### src/rtl/wtr_control_unit_pkg.sv
`default_nettype none
//============================================================================
// Module   : wtr_cu_pkg
// Purpose  : Shared definitions for the WTR control unit: opcodes, register
//            codes, ALU operation codes and the sequencer state encoding.
// Config   : WTR_SINGLE_STEP_EN adds the STEP state.
// Revision : 1.0 - initial release
//============================================================================
package wtr_cu_pkg;

   // Opcodes (instr[7:4]); undefined opcodes execute as NOP
   localparam logic [3:0] c_OP_NOP   = 4'h0;
   localparam logic [3:0] c_OP_LDR   = 4'h1;
   localparam logic [3:0] c_OP_STR   = 4'h2;
   localparam logic [3:0] c_OP_MVR   = 4'h3;
   localparam logic [3:0] c_OP_MVT   = 4'h4;
   localparam logic [3:0] c_OP_ADD   = 4'h5;
   localparam logic [3:0] c_OP_MUL   = 4'h6;
   localparam logic [3:0] c_OP_INC   = 4'h7;
   localparam logic [3:0] c_OP_JMPNZ = 4'h8;
   localparam logic [3:0] c_OP_END   = 4'hF;

   // Register codes shared by WTR_sel and bus_sel; 0 selects nothing
   localparam logic [4:0] c_REG_NONE = 5'd0;
   localparam logic [4:0] c_REG_N    = 5'd1;
   localparam logic [4:0] c_REG_M    = 5'd2;
   localparam logic [4:0] c_REG_P    = 5'd3;
   localparam logic [4:0] c_REG_R1   = 5'd4;
   localparam logic [4:0] c_REG_ROW  = 5'd5;
   localparam logic [4:0] c_REG_COL  = 5'd6;
   localparam logic [4:0] c_REG_CURR = 5'd7;
   localparam logic [4:0] c_REG_SUM  = 5'd8;
   localparam logic [4:0] c_REG_STA  = 5'd9;
   localparam logic [4:0] c_REG_STB  = 5'd10;
   localparam logic [4:0] c_REG_STC  = 5'd11;
   localparam logic [4:0] c_REG_A    = 5'd12;
   localparam logic [4:0] c_REG_B    = 5'd13;
   localparam logic [4:0] c_REG_R    = 5'd14;

   // ALU operation codes
   localparam logic [2:0] c_ALU_PASS = 3'd0;
   localparam logic [2:0] c_ALU_ADD  = 3'd1;
   localparam logic [2:0] c_ALU_MUL  = 3'd2;
   localparam logic [2:0] c_ALU_INC  = 3'd3;

   typedef enum logic [3:0] {
      ST_IDLE   = 4'd0,
      ST_FETCH  = 4'd1,
      ST_LATCH  = 4'd2,
      ST_EXEC   = 4'd3,
      ST_MEMW   = 4'd4,
      ST_WB     = 4'd5,
      ST_TFETCH = 4'd6,
      ST_TLATCH = 4'd7,
      ST_HALT   = 4'd8
`ifdef WTR_SINGLE_STEP_EN
      ,
      ST_STEP   = 4'd9
`endif
   } state_t;

   // State entered when an instruction retires: single-step parks in STEP,
   // otherwise the next fetch issues immediately.
`ifdef WTR_SINGLE_STEP_EN
   localparam state_t c_ST_RETIRE = ST_STEP;
`else
   localparam state_t c_ST_RETIRE = ST_FETCH;
`endif

   // Opcodes LDR..INC carry a register operand; codes 0 and 15 name no register.
   function automatic logic rf_is_bad(input logic [3:0] op, input logic [3:0] rf);
      return (op >= c_OP_LDR) && (op <= c_OP_INC) && ((rf == 4'h0) || (rf == 4'hF));
   endfunction

endpackage
`default_nettype wire

### src/rtl/wtr_control_unit_if.sv
`default_nettype none
//============================================================================
// Module   : wtr_control_unit_if
// Purpose  : Bundle between the control unit and its environment
//            (instruction RAM, ALU flag, WTR decoder, bus mux, data memory).
// Ports    : master = control unit side, slave = environment side.
//            start, z_flag, instr (and step) flow into the control unit;
//            iram_addr, WTR_sel, WTR_en, bus_sel, alu_op, mem_read,
//            mem_write, done, illegal flow out of it.
// Config   : WTR_SINGLE_STEP_EN adds the step signal.
// Revision : 1.0 - initial release
//============================================================================
interface wtr_control_unit_if #(
   parameter int IADDR_W = 8
);
   logic               start;
   logic               z_flag;
   logic [7:0]         instr;
`ifdef WTR_SINGLE_STEP_EN
   logic               step;
`endif
   logic [IADDR_W-1:0] iram_addr;
   logic [4:0]         WTR_sel;
   logic               WTR_en;
   logic [4:0]         bus_sel;
   logic [2:0]         alu_op;
   logic               mem_read;
   logic               mem_write;
   logic               done;
   logic               illegal;

   modport master (
      input  start,
      input  z_flag,
      input  instr,
`ifdef WTR_SINGLE_STEP_EN
      input  step,
`endif
      output iram_addr,
      output WTR_sel,
      output WTR_en,
      output bus_sel,
      output alu_op,
      output mem_read,
      output mem_write,
      output done,
      output illegal
   );

   modport slave (
      output start,
      output z_flag,
      output instr,
`ifdef WTR_SINGLE_STEP_EN
      output step,
`endif
      input  iram_addr,
      input  WTR_sel,
      input  WTR_en,
      input  bus_sel,
      input  alu_op,
      input  mem_read,
      input  mem_write,
      input  done,
      input  illegal
   );
endinterface
`default_nettype wire

### src/rtl/wtr_control_unit_decode.sv
`default_nettype none
//============================================================================
// Module   : wtr_cu_decode
// Purpose  : Combinational control-word decoder. Maps the sequencer state
//            and the latched instruction onto the datapath controls.
// Ports    : state       - current sequencer state
//            ir          - latched instruction
//            wtr_sel/wtr_en, bus_sel, alu_op, mem_read, mem_write, done
//                        - datapath control word
//            illegal_hit - EXEC of an instruction with a bad register field
// Revision : 1.0 - initial release
//============================================================================
module wtr_cu_decode
   import wtr_cu_pkg::*;
(
   input  state_t     state,
   input  logic [7:0] ir,
   output logic [4:0] wtr_sel,
   output logic       wtr_en,
   output logic [4:0] bus_sel,
   output logic [2:0] alu_op,
   output logic       mem_read,
   output logic       mem_write,
   output logic       done,
   output logic       illegal_hit
);

   logic [3:0] w_op;
   logic [4:0] w_rf;
   logic       w_bad;

   assign w_op  = ir[7:4];
   assign w_rf  = {1'b0, ir[3:0]};
   assign w_bad = rf_is_bad(ir[7:4], ir[3:0]);

   always_comb begin
      wtr_sel     = c_REG_NONE;
      wtr_en      = 1'b0;
      bus_sel     = c_REG_NONE;
      alu_op      = c_ALU_PASS;
      mem_read    = 1'b0;
      mem_write   = 1'b0;
      done        = 1'b0;
      illegal_hit = 1'b0;
      case (state)
         ST_EXEC: begin
            // A bad register field turns the whole instruction into a NOP
            if (w_bad) begin
               illegal_hit = 1'b1;
            end else begin
               case (w_op)
                  c_OP_MVR, c_OP_ADD, c_OP_MUL: begin
                     bus_sel = w_rf;
                     wtr_sel = c_REG_R;
                     wtr_en  = 1'b1;
                     alu_op  = (w_op == c_OP_ADD) ? c_ALU_ADD :
                               (w_op == c_OP_MUL) ? c_ALU_MUL : c_ALU_PASS;
                  end
                  c_OP_MVT: begin
                     bus_sel = c_REG_R;
                     wtr_sel = w_rf;
                     wtr_en  = 1'b1;
                  end
                  c_OP_INC: begin
                     bus_sel = w_rf;
                     alu_op  = c_ALU_INC;
                     wtr_sel = w_rf;
                     wtr_en  = 1'b1;
                  end
                  c_OP_STR: begin
                     bus_sel   = w_rf;
                     mem_write = 1'b1;
                  end
                  c_OP_LDR: begin
                     mem_read = 1'b1;
                  end
                  default: ;
               endcase
            end
         end
         ST_MEMW: mem_read = 1'b1;
         // Memory drives the bus during write-back, so bus_sel stays 0
         ST_WB: begin
            wtr_sel = w_rf;
            wtr_en  = 1'b1;
         end
         ST_HALT: done = 1'b1;
         default: ;
      endcase
   end

endmodule
`default_nettype wire

### src/rtl/wtr_control_unit.sv
`default_nettype none
//============================================================================
// Module   : wtr_control_unit
// Purpose  : Microsequencer of the matrix processor. Fetches 8-bit
//            instructions from a synchronous instruction RAM, holds PC/IR
//            and the memory-wait counter, and sequences the datapath
//            through wtr_cu_decode.
// Ports    : clk   - system clock, rising edge
//            rst_n - asynchronous active-low reset
//            cu    - wtr_control_unit_if.master (all handshake/bus signals)
// Params   : IADDR_W - PC / instruction address width
//            MEM_LAT - data-memory read latency in cycles (>= 1)
// Config   : WTR_SINGLE_STEP_EN - park in STEP after every retired
//            instruction until a rising edge on cu.step.
// Revision : 1.0 - initial release
//============================================================================
module wtr_control_unit
   import wtr_cu_pkg::*;
#(
   parameter int IADDR_W = 8,
   parameter int MEM_LAT = 2
)(
   input  logic                   clk,
   input  logic                   rst_n,
   wtr_control_unit_if.master     cu
);

   // MEMW lasts MEM_LAT-1 cycles; the counter is loaded with MEM_LAT-2
   localparam int c_CNT_W = (MEM_LAT > 2) ? $clog2(MEM_LAT - 1) : 1;

   state_t               r_state;
   logic [IADDR_W-1:0]   r_pc;
   logic [7:0]           r_ir;
   logic [c_CNT_W-1:0]   r_cnt;
   logic                 r_illegal;
   logic                 w_illegal_hit;

`ifdef WTR_SINGLE_STEP_EN
   logic r_step_d;
   logic w_step_rise;
   assign w_step_rise = cu.step & ~r_step_d;
`endif

   always_ff @(posedge clk or negedge rst_n) begin
      if (!rst_n) begin
         r_state   <= ST_IDLE;
         r_pc      <= '0;
         r_ir      <= '0;
         r_cnt     <= '0;
         r_illegal <= 1'b0;
`ifdef WTR_SINGLE_STEP_EN
         r_step_d  <= 1'b0;
`endif
      end else begin
`ifdef WTR_SINGLE_STEP_EN
         r_step_d <= cu.step;
`endif
         case (r_state)
            ST_IDLE: begin
               if (cu.start) r_state <= ST_FETCH;
            end
            ST_FETCH: r_state <= ST_LATCH;
            ST_LATCH: begin
               r_ir    <= cu.instr;
               r_pc    <= r_pc + IADDR_W'(1);
               r_state <= ST_EXEC;
            end
            ST_EXEC: begin
               if (w_illegal_hit) begin
                  r_illegal <= 1'b1;
                  r_state   <= c_ST_RETIRE;
               end else begin
                  case (r_ir[7:4])
                     c_OP_LDR: begin
                        if (MEM_LAT == 1) begin
                           r_state <= ST_WB;
                        end else begin
                           r_cnt   <= c_CNT_W'(MEM_LAT - 2);
                           r_state <= ST_MEMW;
                        end
                     end
                     c_OP_JMPNZ: r_state <= ST_TFETCH;
                     c_OP_END:   r_state <= ST_HALT;
                     default:    r_state <= c_ST_RETIRE;
                  endcase
               end
            end
            ST_MEMW: begin
               if (r_cnt == '0) r_state <= ST_WB;
               else             r_cnt   <= r_cnt - c_CNT_W'(1);
            end
            ST_WB:     r_state <= c_ST_RETIRE;
            ST_TFETCH: r_state <= ST_TLATCH;
            ST_TLATCH: begin
               // Jump taken when the ALU result is non-zero; otherwise skip the target byte
               if (!cu.z_flag) r_pc <= IADDR_W'(cu.instr);
               else            r_pc <= r_pc + IADDR_W'(1);
               r_state <= c_ST_RETIRE;
            end
            ST_HALT: begin
               // Restart requires start to drop first
               if (!cu.start) begin
                  r_state <= ST_IDLE;
                  r_pc    <= '0;
               end
            end
`ifdef WTR_SINGLE_STEP_EN
            ST_STEP: begin
               if (w_step_rise) r_state <= ST_FETCH;
            end
`endif
            default: r_state <= ST_IDLE;
         endcase
      end
   end

   assign cu.iram_addr = r_pc;
   assign cu.illegal   = r_illegal;

   wtr_cu_decode u_decode (
      .state       (r_state),
      .ir          (r_ir),
      .wtr_sel     (cu.WTR_sel),
      .wtr_en      (cu.WTR_en),
      .bus_sel     (cu.bus_sel),
      .alu_op      (cu.alu_op),
      .mem_read    (cu.mem_read),
      .mem_write   (cu.mem_write),
      .done        (cu.done),
      .illegal_hit (w_illegal_hit)
   );

endmodule
`default_nettype wire

### src/flat_wrapper.sv
// flat-port wrapper written by rule: the top's interface ports become plain ports
module wtr_control_unit_flat import wtr_cu_pkg::*;
#(
   parameter int IADDR_W = 8,
   parameter int MEM_LAT = 2
)
  (clk, rst_n, cu_start, cu_z_flag, cu_instr, cu_iram_addr, cu_WTR_sel, cu_WTR_en, cu_bus_sel, cu_alu_op, cu_mem_read, cu_mem_write, cu_done, cu_illegal);
  wtr_control_unit_if #(.IADDR_W(IADDR_W)) cu_i ();
  input  logic clk;
  input  logic rst_n;
  input wire logic [$bits(cu_i.start)-1:0] cu_start;
  input wire logic [$bits(cu_i.z_flag)-1:0] cu_z_flag;
  input wire logic [$bits(cu_i.instr)-1:0] cu_instr;
  output wire logic [$bits(cu_i.iram_addr)-1:0] cu_iram_addr;
  output wire logic [$bits(cu_i.WTR_sel)-1:0] cu_WTR_sel;
  output wire logic [$bits(cu_i.WTR_en)-1:0] cu_WTR_en;
  output wire logic [$bits(cu_i.bus_sel)-1:0] cu_bus_sel;
  output wire logic [$bits(cu_i.alu_op)-1:0] cu_alu_op;
  output wire logic [$bits(cu_i.mem_read)-1:0] cu_mem_read;
  output wire logic [$bits(cu_i.mem_write)-1:0] cu_mem_write;
  output wire logic [$bits(cu_i.done)-1:0] cu_done;
  output wire logic [$bits(cu_i.illegal)-1:0] cu_illegal;
  assign cu_i.start = cu_start;
  assign cu_i.z_flag = cu_z_flag;
  assign cu_i.instr = cu_instr;
  assign cu_iram_addr = cu_i.iram_addr;
  assign cu_WTR_sel = cu_i.WTR_sel;
  assign cu_WTR_en = cu_i.WTR_en;
  assign cu_bus_sel = cu_i.bus_sel;
  assign cu_alu_op = cu_i.alu_op;
  assign cu_mem_read = cu_i.mem_read;
  assign cu_mem_write = cu_i.mem_write;
  assign cu_done = cu_i.done;
  assign cu_illegal = cu_i.illegal;
  wtr_control_unit #(.IADDR_W(IADDR_W), .MEM_LAT(MEM_LAT)) u_core (.clk(clk), .rst_n(rst_n), .cu(cu_i));
endmodule
### config.mk
export PLATFORM = sky130hd
export DESIGN_NAME = wtr_control_unit_flat
export DESIGN_NICKNAME = d
export VERILOG_FILES = /design/src/rtl/wtr_control_unit_pkg.sv /design/src/rtl/wtr_control_unit_if.sv /design/src/rtl/wtr_control_unit_decode.sv /design/src/rtl/wtr_control_unit.sv /design/src/flat_wrapper.sv
export SDC_FILE = /design/constraint.sdc
export NUM_CORES = 1
export LEC_CHECK = 0
export BUFFER_PORTS_ARGS = -buffer_cell sky130_fd_sc_hd__clkbuf_2
export CORE_MARGIN = 3
export CORE_UTILIZATION = 40
export CTS_CLUSTER_DIAMETER = 40
export DETAILED_ROUTE_END_ITERATION = 10
export HOLD_SLACK_MARGIN = 0.03
export PLACE_DENSITY = 0.73
export SLEW_MARGIN = 30
export SYNTH_ARGS = -nofsm -noshare
export SYNTH_HDL_FRONTEND = slang
export SYNTH_SLANG_ARGS = --single-unit
### constraint.sdc
create_clock -name clk -period 2.25 [get_ports clk]
set_input_delay 0.3375 -clock clk [delete_from_list [all_inputs] [get_ports clk]]
set_output_delay 0.3375 -clock clk [all_outputs]
set_load 0.05 [all_outputs]
==> Yosys cells after proc, flatten, opt, wreduce, memory -nomap -nowiden <==
Cells that the tools add are included.
{ "op_classes": {"order_cmp": 2, "n_reduce_logical": 16, "eq_ne": 23, "n_addsub": 2, "n_mux": 36} }
{ "op_table": {"columns": ["op", "n"], "rows": [
  ["equality test 4 x 3 -> 1 bit, second input constant", 8],
  ["case mux 4 bit (8 select lines)", 1],
  ["2-to-1 mux 4 bit", 7],
  ["case mux 4 bit (2 select lines)", 3],
  ["case mux 8 bit (3 select lines)", 1],
  ["equality test 4 x 2 -> 1 bit, second input constant", 4],
  ["equality test 4 bit, second input constant", 4],
  ["2-to-1 mux 8 bit", 2],
  ["2-to-1 mux 1 bit", 13],
  ["case mux 4 bit (3 select lines)", 1],
  ["OR reduction 5 bit", 2],
  ["adder 8 x 1 -> 8 bit, second input constant", 1],
  ["equality test 4 x 1 -> 1 bit, second input constant", 2],
  ["zero test 4 bit", 2],
  ["2-to-1 mux 2 bit", 4],
  ["!= test 2 bit, second input constant", 4],
  ["case mux 1 bit (2 select lines)", 3],
  ["AND reduction 3 bit", 2],
  ["greater-or-equal comparator 4 x 1 -> 1 bit, second input constant", 1],
  ["<= comparator 4 x 3 -> 1 bit, second input constant", 1],
  ["case mux 2 bit (2 select lines)", 1],
  ["AND reduction 2 bit", 2],
  ["OR reduction 2 bit", 2],
  ["nonzero test 3 bit", 1],
  ["6 further kinds", 7]
]} }
{ "totals": {"reg_bits": 22, "inputBits": 12} }

==> Logic depth before layout (Yosys ltp) <==
{ "logic_depth": {"ltp_word": 7, "mapped_depth": 7, "depth_no_buf": 5} }

==> Modules after synthesis <==
Synthesis repeated with hierarchy kept, for this count alone.
{ "hier_totals": {"cells_unflattened": 172, "hier_area_um2": 1595.3} }
{ "by_module_without_submodules": {"columns": ["mod", "cells_per_inst", "n_inst", "seq_area_each_um2", "area_each_um2"], "rows": [
  ["wtr_control_unit", 115, 1, 525.5, 1229.9],
  ["wtr_cu_decode", 57, 1, 0.0, 365.4]
]} }

==> Worst setup path after synthesis <==
No wires, ideal clock.
{ "synth_path": {"path_type": "reg2out", "from": "register u_core.r_state[0]", "to": "output cu_mem_write", "stages_incl_launch_ff": 6, "n_path_buf": 1, "arrival_ps": 2633, "required_ps": 1913, "path_slack_ps": -721, "path_cell_list": "dfrtp_1 > buf_2 > and3b_1 > and2_1 > o21ai_1 > nor4b_1"} }
{ "synth_via": {"elab_chain_len": 2} }
{ "synth_rtl": {"columns": ["item", "line", "rtl"], "rows": [
  ["start, declared", "wtr_control_unit.sv:31", "state_t r_state;"],
  ["start signal, assigned", "wtr_control_unit.sv:71", "r_state <= c_ST_RETIRE;"],
  ["start signal, assigned", "wtr_control_unit.sv:84", "default: r_state <= c_ST_RETIRE;"],
  ["start signal, assigned", "wtr_control_unit.sv:92", "ST_WB: r_state <= c_ST_RETIRE;"],
  ["equality test 4 x 2 -> 1 bit", "wtr_control_unit_decode.sv:45", "case (state)"],
  ["2-to-1 mux 1 bit", "wtr_control_unit_decode.sv:45", null],
  ["end, declared", "flat_wrapper.sv:20", "output wire logic [$bits(cu_i.mem_write)-1:0] cu_mem_write;"]
]} }
Every way passes these cells.

==> Worst setup path after layout <==
{ "layout_path": {"from": "register u_core.r_ir[1]", "to": "output cu_alu_op[0]"} }
{ "layout_via": {"elab_chain_len": 5} }
{ "layout_rtl": {"columns": ["item", "line", "rtl"], "rows": [
  ["start, declared", "wtr_control_unit.sv:33", "logic [7:0] r_ir;"],
  ["start signal, assigned", "wtr_control_unit.sv:64", "r_ir <= cu.instr;"],
  ["equality test 4 bit or zero test 4 bit (tied branches)", "wtr_control_unit_pkg.sv:72", "return (op >= c_OP_LDR) && (op <= c_OP_INC) && ((rf == 4'h0) || (rf == 4'hF));"],
  ["logical OR 1 bit *", "wtr_control_unit_pkg.sv:72", null],
  ["logical AND 1 bit *", "wtr_control_unit_pkg.sv:72", null],
  ["2-to-1 mux 2 bit *", "wtr_control_unit_decode.sv:48", "if (w_bad) begin"],
  ["2-to-1 mux 2 bit *", "wtr_control_unit_decode.sv:45", null],
  ["end, declared", "flat_wrapper.sv:18", "output wire logic [$bits(cu_i.alu_op)-1:0] cu_alu_op;"]
]} }
Every way passes the cells marked *; elsewhere a longest branch is shown, timed or not.

==> impl_metrics.toml <==
[sta]
fin_ws_ns = -0.00442
slew_violations = 0
fmax_mhz = 444
setup_viol = 2
slew_headroom_pct = 62.6
rsz0062_at_grt = "yes"
period_needed_ns = 2.25
finalCritPeriodShare_pct = 100
hold_violations = 0
worst_pin_slew_ns = 0.561
fin_skew_ns = 0.00117

[setup_path]
cp_max_fo = 5
startpoint_type = "register"
critical_path.top_delay_family = "simple AND/OR/NAND/NOR gates"
max_stage_delay_ns = 0.54
critPathCaptureType = "output pin"
required_ns = 1.91
crit_chain = "or4_4 > and2_4 > and2_4 > and3_4 > buf_8"
rrSetupSlack_ns = 0.44
critPathLaunch = "u_core.r_ir[1]$_DFFE_PN0N_"
slowest_stage = "or4_4"
r2r-start = "u_core.r_state[1]$_DFFE_PN0P_"
arrival_ns = 1.92
path_buf_inv = 1
crit_path_frequent_cell = "and2_4"
path_class = "reg -> out"

[synth]
ys_ff_latch = 21
syn_inst = 163
yosysWarnings = 0
syn_avg_cell_area_um2 = 8.81
synthMuxAreaShare_pct = 5.31
synth_top_family_by_area = "compound AO/OA/AOI/OAI gates"
synth-adder-area-share_pct = 0.871
synth_compound_area_share_pct = 25.1
seq_area_frac_synth_pct = 36.6
synthDistinctLibCells = 50
async_flop_share_pct = 100
synth-xor-area-share_pct = 0.610
synth_flop_cell = "dfrtp_1"
syn_area_um2 = 1440
synth-edff-count = 0
yosys.area_share.simple_pct = 24.5

[status]
run_status = "finished with violations"
violations = "negative setup slack"

[detailed_routing]
vias = 1387
wl_mm = 3.78
drc = 0
avgViaCountPerCell = 5.62
first_pass_iters = 4
drt_iter0_markers = 87
routedWlPerCell_um = 15.3
ant_nets = 0

[floorplan]
die_area_um2 = 4350
die_w_um = 65.9
fp.dieH_um = 65.9
design.core.area_um2 = 3390
row_count = 21
ios = 38
initial_core_util_pct = 42.4

[place]
dp_slack_ns = 0.0762
hpwl_mm = 2.70
post-place-cells = 242
place.gp.congestion = 0.810
portBuffers = 34

[finish]
seqCellArea_um2 = 529
finalNetCount = 215
syn2layout_area_growth_pct = 28.7
n_antenna_cell = 0
layout-drive-gt1-share_pct = 34.3
layoutNonFillerInstCount = 247
utilization_pct = 54.5
n_fill_cell = 302
multi_input_area_um2 = 895

[clock_network]
cts_sinks = 21
ctsRootBufferMaster = "clkbuf_4"
clkSlewWorstSetupHoldPaths_ns = 0.12
clock_path_buffers = 2
cts_tree = "done"
htreeDepth = 1
clk_latency_ns = 0.31
cts_buffers = 3

[pwr]
ir_drop_mv = 0.900
power.leakage_nw = 0.793
p_per_area_nw_per_um2 = 1640

[global_routing]
grt_use_total_pct = 19.0
grt_first_pass_wirelength_mm = 6.33
grt_max_degree = 22
overflow = 0
grt_pass1_vias = 1273
antenna_found_initial = 0

[job]
max_cap_viol_count = 0

[worst_hold_path]
min_path_type = "in -> reg"
worstHoldStart = "cu_instr[1]"
-- cell families (layout without fill, tap and decap cells) --
kind of cell | Yosys count | after routing
flip-flops | 21 | 21
multiplexers | 7 | 7
AO/OA/AOI/OAI | 49 | 49
XOR/XNOR | 1 | 1
AND/OR/NAND/NOR | 65 | 65
other | 1 | 3
buffers and inverters | 18 | 54
adder cells (fa/ha/maj) | 1 | 1
-- worst paths after layout --
path / endpoint / cells past startpoint
min in group asynchronous: u_core.r_state[0]$_DFFE_PN0P_ / 2
max in group asynchronous: u_core.r_state[2]$_DFFE_PN0P_ / 2
hold reg to reg: u_core.cu.illegal$_DFFE_PN0P_ / 1
hold / removal: u_core.r_ir[1]$_DFFE_PN0N_ / 3
setup / recovery: cu_alu_op[0] / 5
setup reg to reg: u_core.cu.iram_addr[0]$_DFFE_PN0P_ / 5
-- through the flow --
| step | area (um^2) | setup TNS (ns) | total power, mW | hold slack (ns) |
|---|---|---|---|---|
| after floorplan | 1460 | -0.0446 | 2.18 | 0.0419 |
| after global placement | 1680 | 0 | 2.58 | 0.346 |
| after detailed placement | 1680 | 0 | 2.60 | 0.364 |
| after CTS | 1790 | -0.00688 | 2.92 | 0.252 |
| after global routing | 1850 | -0.319 | 3.25 | 0.245 |
| final | 1850 | -0.00454 | 3.03 | 0.259 |
-- cells in the final DEF, fill, tap and decap left out, types with 4 or more instances in the layout --
cell type / count
a21oi_1: 6
and3_1: 4
buf_4: 11
clkbuf_2: 22
clkbuf_4: 6
dfrtp_1: 18
inv_1: 5
mux2_1: 5
nand2_1: 10
nand2b_1: 4
nand3_1: 5
nor2_1: 16
o21ai_1: 11
o2bb2ai_1: 5
-- repair_timing --
action,4_1_cts,5_1_grt
hold endpoints to repair,21,0
setup buffers,0,0
endpoints found under the setup margin,9,13
resized for setup,21,28
pin swaps,4,0
hold buffers,1,0
-- state kept, by name, indices dropped and copies added, names as in the netlist --
signal	cells
u_core.cu.iram_addr	8
u_core.r_ir	8
u_core.r_state	4
u_core.cu.illegal	1
-- layer usage --
metal | vias to the layer above | wire length (um) | global-route usage [%]
met5 | - | 0 | 0
met4 | 0 | 34 | 3.63
met3 | 4 | 238 | 4.93
met2 | 51 | 1730 | 30.0
met1 | 656 | 1780 | 26.2
li1 | 676 | - | -
-- final cells by class --
type	instances	share of cell area, %
Multi-Input combinational cell	126	48.4
Sequential cell	21	28.6
Timing Repair Buffer	44	17.2
Tap cell	46	3.11
Clock buffer	4	1.42
Inverter	6	1.22
-- synthesized netlist by cell type (2+ instances only) --
cell type / n / area [um^2]
and2_1: 3 / 18.8
nand3_1: 5 / 25.0
o21bai_1: 2 / 15.0
nor2_1: 17 / 63.8
clkbuf_1: 3 / 11.3
nand2_1: 10 / 37.5
buf_4: 3 / 22.5
nor3_1: 4 / 20.0
o2bb2ai_1: 5 / 43.8
mux2_1: 5 / 56.3
dfrtp_1: 21 / 526
o21a_1: 3 / 22.5
nor3b_1: 2 / 15.0
nand4_1: 3 / 18.8
a21o_1: 2 / 15.0
nor4b_1: 2 / 17.5
buf_2: 3 / 15.0
a22oi_1: 2 / 15.0
inv_1: 5 / 18.8
mux2i_1: 2 / 20.0
nor2b_1: 3 / 18.8
nand2b_1: 4 / 25.0
and3_1: 5 / 31.3
a32oi_1: 3 / 26.3
a21oi_1: 6 / 30.0
o21ai_1: 14 / 70.1
buf_6: 2 / 22.5
a31oi_1: 2 / 12.5
-- report_power, final --
group	leakage (nW)	switching, mW	internal [mW]
clock network	0.0150	0.121	0.0692
registers	0.252	0.268	0.552
logic	0.527	1.26	0.756
total	0.793	1.65	1.38
-- worst min-delay path, stage by stage --
cell	delay (ns)
clkbuf_2	0.09
nand2_1	0.06
o21ai_1	0.05
Power figures use the tool's default switching activity.
